`config.mk`:
```
export PLATFORM = sky130hd
export DESIGN_NAME = sa_skew_feeder_flat
export DESIGN_NICKNAME = d
export VERILOG_FILES = /design/src/rtl/sa_skew_feeder_pkg.sv /design/src/rtl/sa_skew_feeder_if.sv /design/src/rtl/sa_skew_feeder_row_buffer.sv /design/src/rtl/sa_skew_feeder.sv /design/src/flat_wrapper.sv
export SDC_FILE = /design/constraint.sdc
export NUM_CORES = 2
export LEC_CHECK = 0
export CAP_MARGIN = 10
export CORE_UTILIZATION = 43
export DETAILED_ROUTE_END_ITERATION = 6
export GPL_TIMING_DRIVEN = 1
export PLACE_DENSITY = 0.62
export SYNTH_ARGS = -nofsm -noshare
export SYNTH_HDL_FRONTEND = slang
export SYNTH_SLANG_ARGS = --single-unit
```
`constraint.sdc`:
```
create_clock -name CLK -period 26.3 [get_ports CLK]
set_input_delay 6.575 -clock CLK [delete_from_list [all_inputs] [get_ports CLK]]
set_output_delay 6.575 -clock CLK [all_outputs]
set_load 0.05 [all_outputs]
```
`src/rtl/sa_skew_feeder_pkg.sv`:
```
// Shared types and constants for the systolic-array skew feeder.
// Optional performance counters are enabled with SA_FEED_PERF_CNT_EN.
package sa_pkg;

   localparam int SA_DEFAULT_LANES  = 16;
   localparam int SA_DEFAULT_DATA_W = 16;

   typedef logic [SA_DEFAULT_DATA_W-1:0] lane_t;

   typedef enum logic [2:0] {
      ST_IDLE,
      ST_LOAD,
      ST_FEED,
      ST_DRAIN,
      ST_DONE
   } sa_state_e;

   // Index width that stays at least one bit for degenerate sizes.
   function automatic int sa_idx_w(input int n);
      return (n > 1) ? $clog2(n) : 1;
   endfunction

endpackage

```
`src/rtl/sa_skew_feeder_if.sv`:
```
// Host row stream and array beat stream of the skew feeder.
// The slave modport is the feeder side; master is the host/array side.
interface sa_skew_feeder_if
   import sa_pkg::*;
#(
   parameter int DATA_W = SA_DEFAULT_DATA_W,
   parameter int LANES  = SA_DEFAULT_LANES
);

   logic                    IN_VALID;
   logic                    IN_READY;
   logic [LANES*DATA_W-1:0] IN_DATA;
   logic [LANES*DATA_W-1:0] OUT_DATA;
   logic [LANES-1:0]        OUT_VALID;
   logic                    OUT_READY;

   modport master (
      output IN_VALID, IN_DATA, OUT_READY,
      input  IN_READY, OUT_DATA, OUT_VALID
   );

   modport slave (
      input  IN_VALID, IN_DATA, OUT_READY,
      output IN_READY, OUT_DATA, OUT_VALID
   );

endinterface

```
`src/rtl/sa_skew_feeder_row_buffer.sv`:
```
// DEPTH x LANES operand store: whole-row write, per-lane diagonal read.
// Lane j returns row (beat - j) and flags whether that row exists.
module sa_row_buffer
   import sa_pkg::*;
#(
   parameter int DATA_W = 16,
   parameter int LANES  = 16,
   parameter int DEPTH  = 8,
   parameter int IDX_W  = sa_idx_w(DEPTH),
   parameter int T_W    = sa_idx_w(DEPTH + LANES)
)(
   input  logic                    clk,
   input  logic                    wr_en,
   input  logic [IDX_W-1:0]        wr_idx,
   input  logic [LANES*DATA_W-1:0] wr_data,
   input  logic [T_W-1:0]          rd_beat,
   output logic [LANES*DATA_W-1:0] rd_data,
   output logic [LANES-1:0]        rd_valid
);

   logic [LANES*DATA_W-1:0] mem_q [DEPTH];
   logic [LANES*DATA_W-1:0] mem_d [DEPTH];

   always_comb begin
      mem_d = mem_q;
      if (wr_en) begin
         mem_d[wr_idx] = wr_data;
      end
   end

   // Contents are deliberately not reset; rows are always written before use.
   always_ff @(posedge clk) begin
      mem_q <= mem_d;
   end

   always_comb begin
      rd_data  = '0;
      rd_valid = '0;
      for (int j = 0; j < LANES; j++) begin
         if ((int'(rd_beat) >= j) && (int'(rd_beat) - j < DEPTH)) begin
            rd_valid[j]                 = 1'b1;
            rd_data[j*DATA_W +: DATA_W] = mem_q[IDX_W'(int'(rd_beat) - j)][j*DATA_W +: DATA_W];
         end
      end
   end

endmodule

```
`src/rtl/sa_skew_feeder.sv`:
```
// Operand loader/sequencer: buffers DEPTH rows, streams them diagonally skewed,
// drains, then pulses DONE. Define SA_FEED_PERF_CNT_EN for STALL_CNT/FEED_CNT.
module sa_skew_feeder
   import sa_pkg::*;
#(
   parameter int DATA_W    = 16,
   parameter int LANES     = SA_DEFAULT_LANES,
   parameter int DEPTH     = 8,
   parameter int DRAIN_CYC = 16
)(
   input  logic                       CLK,
   input  logic                       RST_N,
   input  logic                       EN,
   input  logic                       CLR,
   sa_skew_feeder_if.slave            bus,
   output logic [sa_idx_w(DEPTH)-1:0] ROW_IDX,
   output logic                       BUSY,
   output logic                       DONE
`ifdef SA_FEED_PERF_CNT_EN
   ,
   output logic [31:0]                STALL_CNT,
   output logic [31:0]                FEED_CNT
`endif
);

   localparam int IDX_W = sa_idx_w(DEPTH);
   localparam int T_W   = sa_idx_w(DEPTH + LANES);
   localparam int DR_W  = sa_idx_w(DRAIN_CYC);

   localparam logic [T_W-1:0]  LAST_BEAT  = T_W'(DEPTH + LANES - 2);
   localparam logic [DR_W-1:0] DRAIN_LAST = DR_W'(DRAIN_CYC - 1);

   sa_state_e               state_q, state_d;
   logic [IDX_W-1:0]        row_idx_q, row_idx_d;
   logic [T_W-1:0]          beat_q, beat_d;
   logic [DR_W-1:0]         drain_q, drain_d;
   logic [LANES*DATA_W-1:0] out_data_q, out_data_d;
   logic [LANES-1:0]        out_valid_q, out_valid_d;

   logic                    wr_en;
   logic                    beat_live;
   logic [T_W-1:0]          rd_beat;
   logic [LANES*DATA_W-1:0] rd_data;
   logic [LANES-1:0]        rd_valid;

   // Every presented beat has at least one valid lane, so an all-zero
   // OUT_VALID in FEED means beat 0 has not been loaded yet.
   assign beat_live = |out_valid_q;
   assign rd_beat   = beat_live ? beat_q + 1'b1 : beat_q;

   sa_row_buffer #(
      .DATA_W (DATA_W),
      .LANES  (LANES),
      .DEPTH  (DEPTH),
      .IDX_W  (IDX_W),
      .T_W    (T_W)
   ) u_row_buffer (
      .clk      (CLK),
      .wr_en    (wr_en),
      .wr_idx   (row_idx_q),
      .wr_data  (bus.IN_DATA),
      .rd_beat  (rd_beat),
      .rd_data  (rd_data),
      .rd_valid (rd_valid)
   );

   always_comb begin
      state_d     = state_q;
      row_idx_d   = row_idx_q;
      beat_d      = beat_q;
      drain_d     = drain_q;
      out_data_d  = out_data_q;
      out_valid_d = out_valid_q;
      wr_en       = 1'b0;
      if (EN) begin
         if (CLR) begin
            state_d     = ST_IDLE;
            row_idx_d   = '0;
            beat_d      = '0;
            drain_d     = '0;
            out_data_d  = '0;
            out_valid_d = '0;
         end else begin
            case (state_q)
               ST_IDLE: state_d = ST_LOAD;
               ST_LOAD: begin
                  if (bus.IN_VALID) begin
                     wr_en = 1'b1;
                     if (row_idx_q == IDX_W'(DEPTH - 1)) begin
                        row_idx_d = '0;
                        beat_d    = '0;
                        state_d   = ST_FEED;
                     end else begin
                        row_idx_d = row_idx_q + 1'b1;
                     end
                  end
               end
               ST_FEED: begin
                  if (!beat_live) begin
                     out_data_d  = rd_data;
                     out_valid_d = rd_valid;
                  end else if (bus.OUT_READY) begin
                     if (beat_q == LAST_BEAT) begin
                        out_data_d  = '0;
                        out_valid_d = '0;
                        beat_d      = '0;
                        state_d     = (DRAIN_CYC == 0) ? ST_DONE : ST_DRAIN;
                     end else begin
                        beat_d      = beat_q + 1'b1;
                        out_data_d  = rd_data;
                        out_valid_d = rd_valid;
                     end
                  end
               end
               ST_DRAIN: begin
                  if (drain_q == DRAIN_LAST) begin
                     drain_d = '0;
                     state_d = ST_DONE;
                  end else begin
                     drain_d = drain_q + 1'b1;
                  end
               end
               ST_DONE: state_d = ST_IDLE;
               default: state_d = ST_IDLE;
            endcase
         end
      end
   end

   always_ff @(posedge CLK or negedge RST_N) begin
      if (!RST_N) begin
         state_q     <= ST_IDLE;
         row_idx_q   <= '0;
         beat_q      <= '0;
         drain_q     <= '0;
         out_data_q  <= '0;
         out_valid_q <= '0;
      end else begin
         state_q     <= state_d;
         row_idx_q   <= row_idx_d;
         beat_q      <= beat_d;
         drain_q     <= drain_d;
         out_data_q  <= out_data_d;
         out_valid_q <= out_valid_d;
      end
   end

   assign bus.IN_READY  = (state_q == ST_LOAD);
   assign bus.OUT_DATA  = out_data_q;
   assign bus.OUT_VALID = out_valid_q;
   assign ROW_IDX       = row_idx_q;
   assign BUSY          = (state_q == ST_LOAD) || (state_q == ST_FEED) || (state_q == ST_DRAIN);
   assign DONE          = (state_q == ST_DONE);

`ifdef SA_FEED_PERF_CNT_EN
   logic [31:0] stall_cnt_q, stall_cnt_d;
   logic [31:0] feed_cnt_q, feed_cnt_d;

   // Saturating counters, cleared on the IDLE -> LOAD transition.
   always_comb begin
      stall_cnt_d = stall_cnt_q;
      feed_cnt_d  = feed_cnt_q;
      if (EN) begin
         if (!CLR && (state_q == ST_IDLE)) begin
            stall_cnt_d = '0;
            feed_cnt_d  = '0;
         end else if (state_q == ST_FEED) begin
            if (feed_cnt_q != '1) begin
               feed_cnt_d = feed_cnt_q + 1'b1;
            end
            if (beat_live && !bus.OUT_READY && (stall_cnt_q != '1)) begin
               stall_cnt_d = stall_cnt_q + 1'b1;
            end
         end
      end
   end

   always_ff @(posedge CLK or negedge RST_N) begin
      if (!RST_N) begin
         stall_cnt_q <= '0;
         feed_cnt_q  <= '0;
      end else begin
         stall_cnt_q <= stall_cnt_d;
         feed_cnt_q  <= feed_cnt_d;
      end
   end

   assign STALL_CNT = stall_cnt_q;
   assign FEED_CNT  = feed_cnt_q;
`endif

endmodule

```
`src/flat_wrapper.sv`:
```
// flat-port wrapper written by rule: the top's interface ports become plain ports
module sa_skew_feeder_flat import sa_pkg::*;
#(
   parameter int DATA_W    = 16,
   parameter int LANES     = SA_DEFAULT_LANES,
   parameter int DEPTH     = 8,
   parameter int DRAIN_CYC = 16
)
  (CLK, RST_N, EN, CLR, ROW_IDX, BUSY, DONE, bus_IN_VALID, bus_IN_DATA, bus_OUT_READY, bus_IN_READY, bus_OUT_DATA, bus_OUT_VALID);
  sa_skew_feeder_if #(.DATA_W(DATA_W), .LANES(LANES)) bus_i ();
  input  logic CLK;
  input  logic RST_N;
  input  logic EN;
  input  logic CLR;
  output logic [sa_idx_w(DEPTH)-1:0] ROW_IDX;
  output logic BUSY;
  output logic DONE;
  input wire logic [$bits(bus_i.IN_VALID)-1:0] bus_IN_VALID;
  input wire logic [$bits(bus_i.IN_DATA)-1:0] bus_IN_DATA;
  input wire logic [$bits(bus_i.OUT_READY)-1:0] bus_OUT_READY;
  output wire logic [$bits(bus_i.IN_READY)-1:0] bus_IN_READY;
  output wire logic [$bits(bus_i.OUT_DATA)-1:0] bus_OUT_DATA;
  output wire logic [$bits(bus_i.OUT_VALID)-1:0] bus_OUT_VALID;
  assign bus_i.IN_VALID = bus_IN_VALID;
  assign bus_i.IN_DATA = bus_IN_DATA;
  assign bus_i.OUT_READY = bus_OUT_READY;
  assign bus_IN_READY = bus_i.IN_READY;
  assign bus_OUT_DATA = bus_i.OUT_DATA;
  assign bus_OUT_VALID = bus_i.OUT_VALID;
  sa_skew_feeder #(.DATA_W(DATA_W), .LANES(LANES), .DEPTH(DEPTH), .DRAIN_CYC(DRAIN_CYC)) u_core (.CLK(CLK), .RST_N(RST_N), .EN(EN), .CLR(CLR), .bus(bus_i), .ROW_IDX(ROW_IDX), .BUSY(BUSY), .DONE(DONE));
endmodule
```
Word level (Yosys, flattened, before mapping). Index checks and enable logic that the tools add are counted.

Register bits: 2335. Input port bits: 262.

Reductions and logical operators: 30. $add $sub $neg: 18. Eq/ne operators: 14. Magnitude comparators: 49. Multiplexer cells: 120. Bitwise operators: 17.

Operators by type and width (number): binary-select mux 256 bit (select 3 bit) (16); bitwise mux 2048 bit (1); two-way mux 256 bit (8); demux 256 bit (select 3 bit) (1); < comparator 32 x 5 -> 1 bit (second input constant) (15); two-way mux 240 bit (2); two-way mux 224 bit (2); two-way mux 208 bit (2); two-way mux 192 bit (2); two-way mux 16 bit (23); two-way mux 176 bit (2); two-way mux 160 bit (2); two-way mux 144 bit (2); two-way mux 128 bit (2); two-way mux 112 bit (2); two-way mux 96 bit (2); two-way mux 80 bit (2); two-way mux 64 bit (2); two-way mux 48 bit (2); greater-or-equal comparator 3 x 4 -> 1 bit (second input constant) (16); two-way mux 32 bit (2); inverter 3 bit (16); subtractor 5 x 4 -> 6 bit (second input constant) (8); greater-or-equal comparator 5 x 4 -> 1 bit (second input constant) (8); 36 further kinds (108).

Longest topological paths before layout.
Depth in word-level cells: 13. Mapped depth: 19. Mapped depth without buffers: 11.

By module. From an unflattened synthesis, not the netlist that was laid out.

Cell total of the unflattened synthesis: 4621. Area total of the unflattened synthesis: 92324.8 µm².

By module, submodules not included: sa_row_buffer (sequential area each 61499.0 µm², area each 78666.7 µm², cells an instance 3580, instances 1); sa_skew_feeder (sequential area each 7181.9 µm², area each 13658.1 µm², cells an instance 1041, instances 1).

Worst setup path after synthesis. OpenSTA, ideal clock, no wires.

Path type: input to register. From: input port EN. To: register u_core.u_row_buffer.mem_q[1792] (netlist name) (enable). Arrival time: 24573 ps. Stages on the path: 4. Required time: 25114 ps. Slack: 541 ps. Cells stage by stage: clkbuf_1 > nand3_1 > or3_1 > nor3_1.

Longest elaborated chain between the ends: 1.

Ends and longest elaborated chain: start, declared (line flat_wrapper.sv:13) `input logic EN;`; two-way mux 1 bit (line sa_skew_feeder.sv:75) `if (EN) begin`; end signal, assigned (line sa_skew_feeder_row_buffer.sv:33) `mem_q <= mem_d;`; end, declared (line sa_skew_feeder_row_buffer.sv:21) `logic [LANES*DATA_W-1:0] mem_q [DEPTH];`.

Every way passes these cells. A chain may end at the register's enable or synchronous reset.

Final worst setup path.
From: input port CLR. To: register u_core.u_row_buffer.mem_q[1018] (netlist name) (enable).

Longest elaborated chain between the ends: 2.

Ends and longest elaborated chain: start, declared (line flat_wrapper.sv:14) `input logic CLR;`; two-way mux 1 bit (line sa_skew_feeder.sv:76) `if (CLR) begin`; two-way mux 1 bit (line sa_skew_feeder.sv:75).

Every way passes these cells.

==> results.sh <==
export IMPL_power_density_mw_per_mm2=102
export IMPL_r2r_slack_ns=18.58
export IMPL_drive_gt1_frac=0.105
export IMPL_core_region_area_mm2=0.205
export IMPL_clkSinkCount=2335
export IMPL_finalSetupTns_ns=0
export IMPL_fin_nets=6252
export IMPL_wl_per_cell_um=26.2
export IMPL_die_w_um=456
export IMPL_crit_fanout=53
export IMPL_worstReg2RegEnd="u_core.bus.OUT_DATA[127]"
export IMPL_max_slew_margin_rel=0.126
export IMPL_rsz0062_at_grt="false"
export IMPL_grt_pass1_wl_um=341000
export IMPL_crit_chain="clkdlybuf4s50_1 -> or3_1 -> nor2_4 -> buf_4 -> buf_4 -> buf_4"
export IMPL_h_tree_depth=4
export IMPL_startpoint_type="input pin"
export IMPL_num_vias=50500
export IMPL_startpoint="CLR"
export IMPL_yosysWarnings=0
export IMPL_p_leak_nw=35.6
export IMPL_synth_top_cells_by_count="edfxtp_1, nand2_1, mux2i_1"
export IMPL_synth_top_area_frac=0.693
export IMPL_yosysTopAreaCell="edfxtp_1"
export IMPL_synth_cells=5452
export IMPL_final_max_slew_viol_count=0
export IMPL_cts_buffers_inserted=232
export IMPL_post_route_drc_count=0
export IMPL_grt_overflow=0
export IMPL_synth_area_mm2=0.0887
export IMPL_reg2reg_depth=13
export IMPL_grt_max_degree=186
export IMPL_end_kind="register"
export IMPL_critPathKind="input pin to register"
export IMPL_hold_class="register to register"
export IMPL_clk_latency_ns=0.89
export IMPL_endpoint="u_core.u_row_buffer.mem_q[1018]"
export IMPL_path_clk_slew_ns=0.06
export IMPL_setup_viol=0
export IMPL_io_pins=540
export IMPL_p_comb_frac=0.303
export IMPL_crit_arrival_ns=11.33
export IMPL_hold_viol=0
export IMPL_cts_setup_buffers=0
export IMPL_gp_congestion=0.777
export IMPL_ys_types=69
export IMPL_syn_avg_cell_area_um2=16.3
export IMPL_postCtsHoldBufs=0
export IMPL_power_internal_mw=7.28
export IMPL_worst_ep_required_time_ns=26.80
export IMPL_power_frac_seq=0.385
export IMPL_io_buffers=539
export IMPL_maxCapViolCount=0
export IMPL_finalCritPeriodShare=0.412
export IMPL_routed_wl_um=233000
export IMPL_cts_root_buf="clkbuf_16"
export IMPL_drt_iter0_markers=4365
export IMPL_fp_dieH_um=456
export IMPL_ys_ff_latch=2335
export IMPL_dp_hpwl_um=130000
export IMPL_timing_fmax_mhz=92.3
export IMPL_power_net_switching_mw=3.47
export IMPL_worst_pin_slew_ns=1.31
export IMPL_synth_nets=5723
export IMPL_regToRegStartpoint="u_core.bus.OUT_VALID[1]"
export IMPL_fillers=16600
export IMPL_cts_tree="built"
export IMPL_skew_ns=0.0549
export IMPL_ant_nets=0
export IMPL_status="completed"
export IMPL_synth_edf_count=2048
export IMPL_critical_path_max_stage_delay_ns=0.85
export IMPL_synth_seq_area_share=0.774
export IMPL_p_sw_frac=0.323
export IMPL_antenna_found_initial=54
export IMPL_yosysMostFrequentCell="edfxtp_1"
export IMPL_die_area_mm2=0.208
export IMPL_clockPowerShare=0.312
export IMPL_cts_path_max_buffers=3
export IMPL_ir_worst_vdd_v=0.000186
export IMPL_vias_per_cell=5.68
export IMPL_rows=166
export IMPL_postCtsResizedCells=0
export IMPL_cp_slowest_cell="buf_4"
export IMPL_yosys_top_cells_area="edfxtp_1, dfrtp_1, nand2_1"
export IMPL_synthArstFlopShare=0.123
export IMPL_grt_pass1_vias=50500
export IMPL_cp_common_cell="buf_4"
export IMPL_track_usage=0.221
export IMPL_yosys_most_used_dff="edfxtp_1"
export IMPL_first_pass_iters=5
export IMPL_timing_final_ws_setup_ns=15.46
export IMPL_area_delta_synth_final_pct=18.4
export IMPL_finalCriticalPeriod_ns=10.84
export IMPL_pre_cts_ws_ns=14.46
export IMPL_start_util=0.433
power by group through the flow:
stage	clock network [mW]	registers [mW]	logic, mW
detailed placement	0	4.21	3.28
finish	3.35	4.13	3.26
global route	3.55	4.14	3.53
CTS	3.41	4.13	3.29
global placement	0	4.21	3.24
floorplan	0	4.29	2.30
state kept, by name, indices dropped and copies added, names as in the netlist:
signal	flops
u_core.beat_q	5
u_core.u_row_buffer.mem_q	2048
u_core.ROW_IDX	3
u_core.bus.OUT_DATA	256
u_core.bus.OUT_VALID	16
u_core.drain_q	4
u_core.state_q	3
stage by stage:
| stage | area [um^2] | total power, mW | hold WS, ns | instances | utilization |
|---|---|---|---|---|---|
| finish | 105000 | 10.7 | 0.482 | 8894 | 0.513 |
| global route | 105000 | 11.2 | 0.503 | 8890 | 0.513 |
| CTS | 105000 | 10.8 | 0.488 | 8874 | 0.513 |
| detailed placement | 97200 | 7.49 | 0.474 | 8435 | 0.475 |
| global placement | 97200 | 7.45 | 0.461 | 8435 | 0.475 |
| floorplan | 88700 | 6.60 | 0.472 | 5452 | - |
metal layers:
| metal | share of wire | track usage |
|---|---|---|
| met2 | 0.50 | 0.367 |
| met5 | 0.00098 | 0 |
| met1 | 0.41 | 0.294 |
| met3 | 0.058 | 0.0391 |
| met4 | 0.030 | 0.0750 |
worst min-delay path by stage:
stage / startpoint / to / slack [ns] / cells past startpoint
after global routing: u_core.bus.OUT_DATA[40] / u_core.bus.OUT_DATA[40] / 0.50 / 1
after global placement: u_core.bus.OUT_DATA[132] / u_core.bus.OUT_DATA[132] / 0.46 / 2
after detailed placement: u_core.bus.OUT_DATA[132] / u_core.bus.OUT_DATA[132] / 0.47 / 2
final: u_core.bus.OUT_DATA[214] / u_core.bus.OUT_DATA[214] / 0.48 / 2
after CTS: u_core.bus.OUT_DATA[227] / u_core.bus.OUT_DATA[227] / 0.49 / 2
after floorplan: u_core.drain_q[0] / u_core.drain_q[0] / 0.47 / 1
worst max-delay path: cells and delay by family:
kind | cells | cell delay [ns]
buf+inv | 4 | 3.16
simple gates | 2 | 1.48
cell type report:
class	instances	area [um^2]	share of cell area
diodes	20	50.0	0.000476
clock buffers	329	6480	0.0617
clock inverters	110	1350	0.0129
inverters	10	52.6	0.000500
multi-input cells	2772	18900	0.180
flip-flops and latches	2335	68700	0.654
well taps	2688	3360	0.0320
repair buffers	630	6230	0.0593
cell usage in the layout (no fill, tap or decap), types with 8 or more instances in the layout:
cell type           n
a32o_1             48
a22o_1             17
a22oi_1            10
or3_1               9
mux2i_1           291
dfrtp_1           286
o22ai_1            90
clkdlybuf4s50_1   538
bufinv_16          22
nand4_1            36
clkbuf_16         233
and3_1             18
clkinv_2           34
clkbuf_1           67
diode_2            20
nor2_4             10
o21ai_0            36
clkinv_1           26
nor2_1             62
o21ai_1           186
a21oi_1           232
buf_4              79
nand2_1          1000
nand3_1           174
buf_12             12
nor3_1             22
o21a_1             11
edfxtp_1         2048
a32oi_1           121
a311oi_1            8
o41ai_1            16
a221oi_1           63
o22a_1             16
clkbuf_8           29
mux4_2            157
clkinvlp_4          9
cells by family (layout without fill, tap and decap cells):
group,count (synthesis),after routing,synth area share
AND/OR/NAND/NOR,1375,1375,0.0647
multiplexers,452,452,0.0731
other,0,20,0
adder cells (fa/ha/maj),9,9,0.00127
XOR/XNOR,12,12,0.00127
buffers and inverters,345,1079,0.0162
AO/OA/AOI/OAI,924,924,0.0695
flip-flops,2335,2335,0.774
No activity file was read; power rests on OpenSTA's default activity.
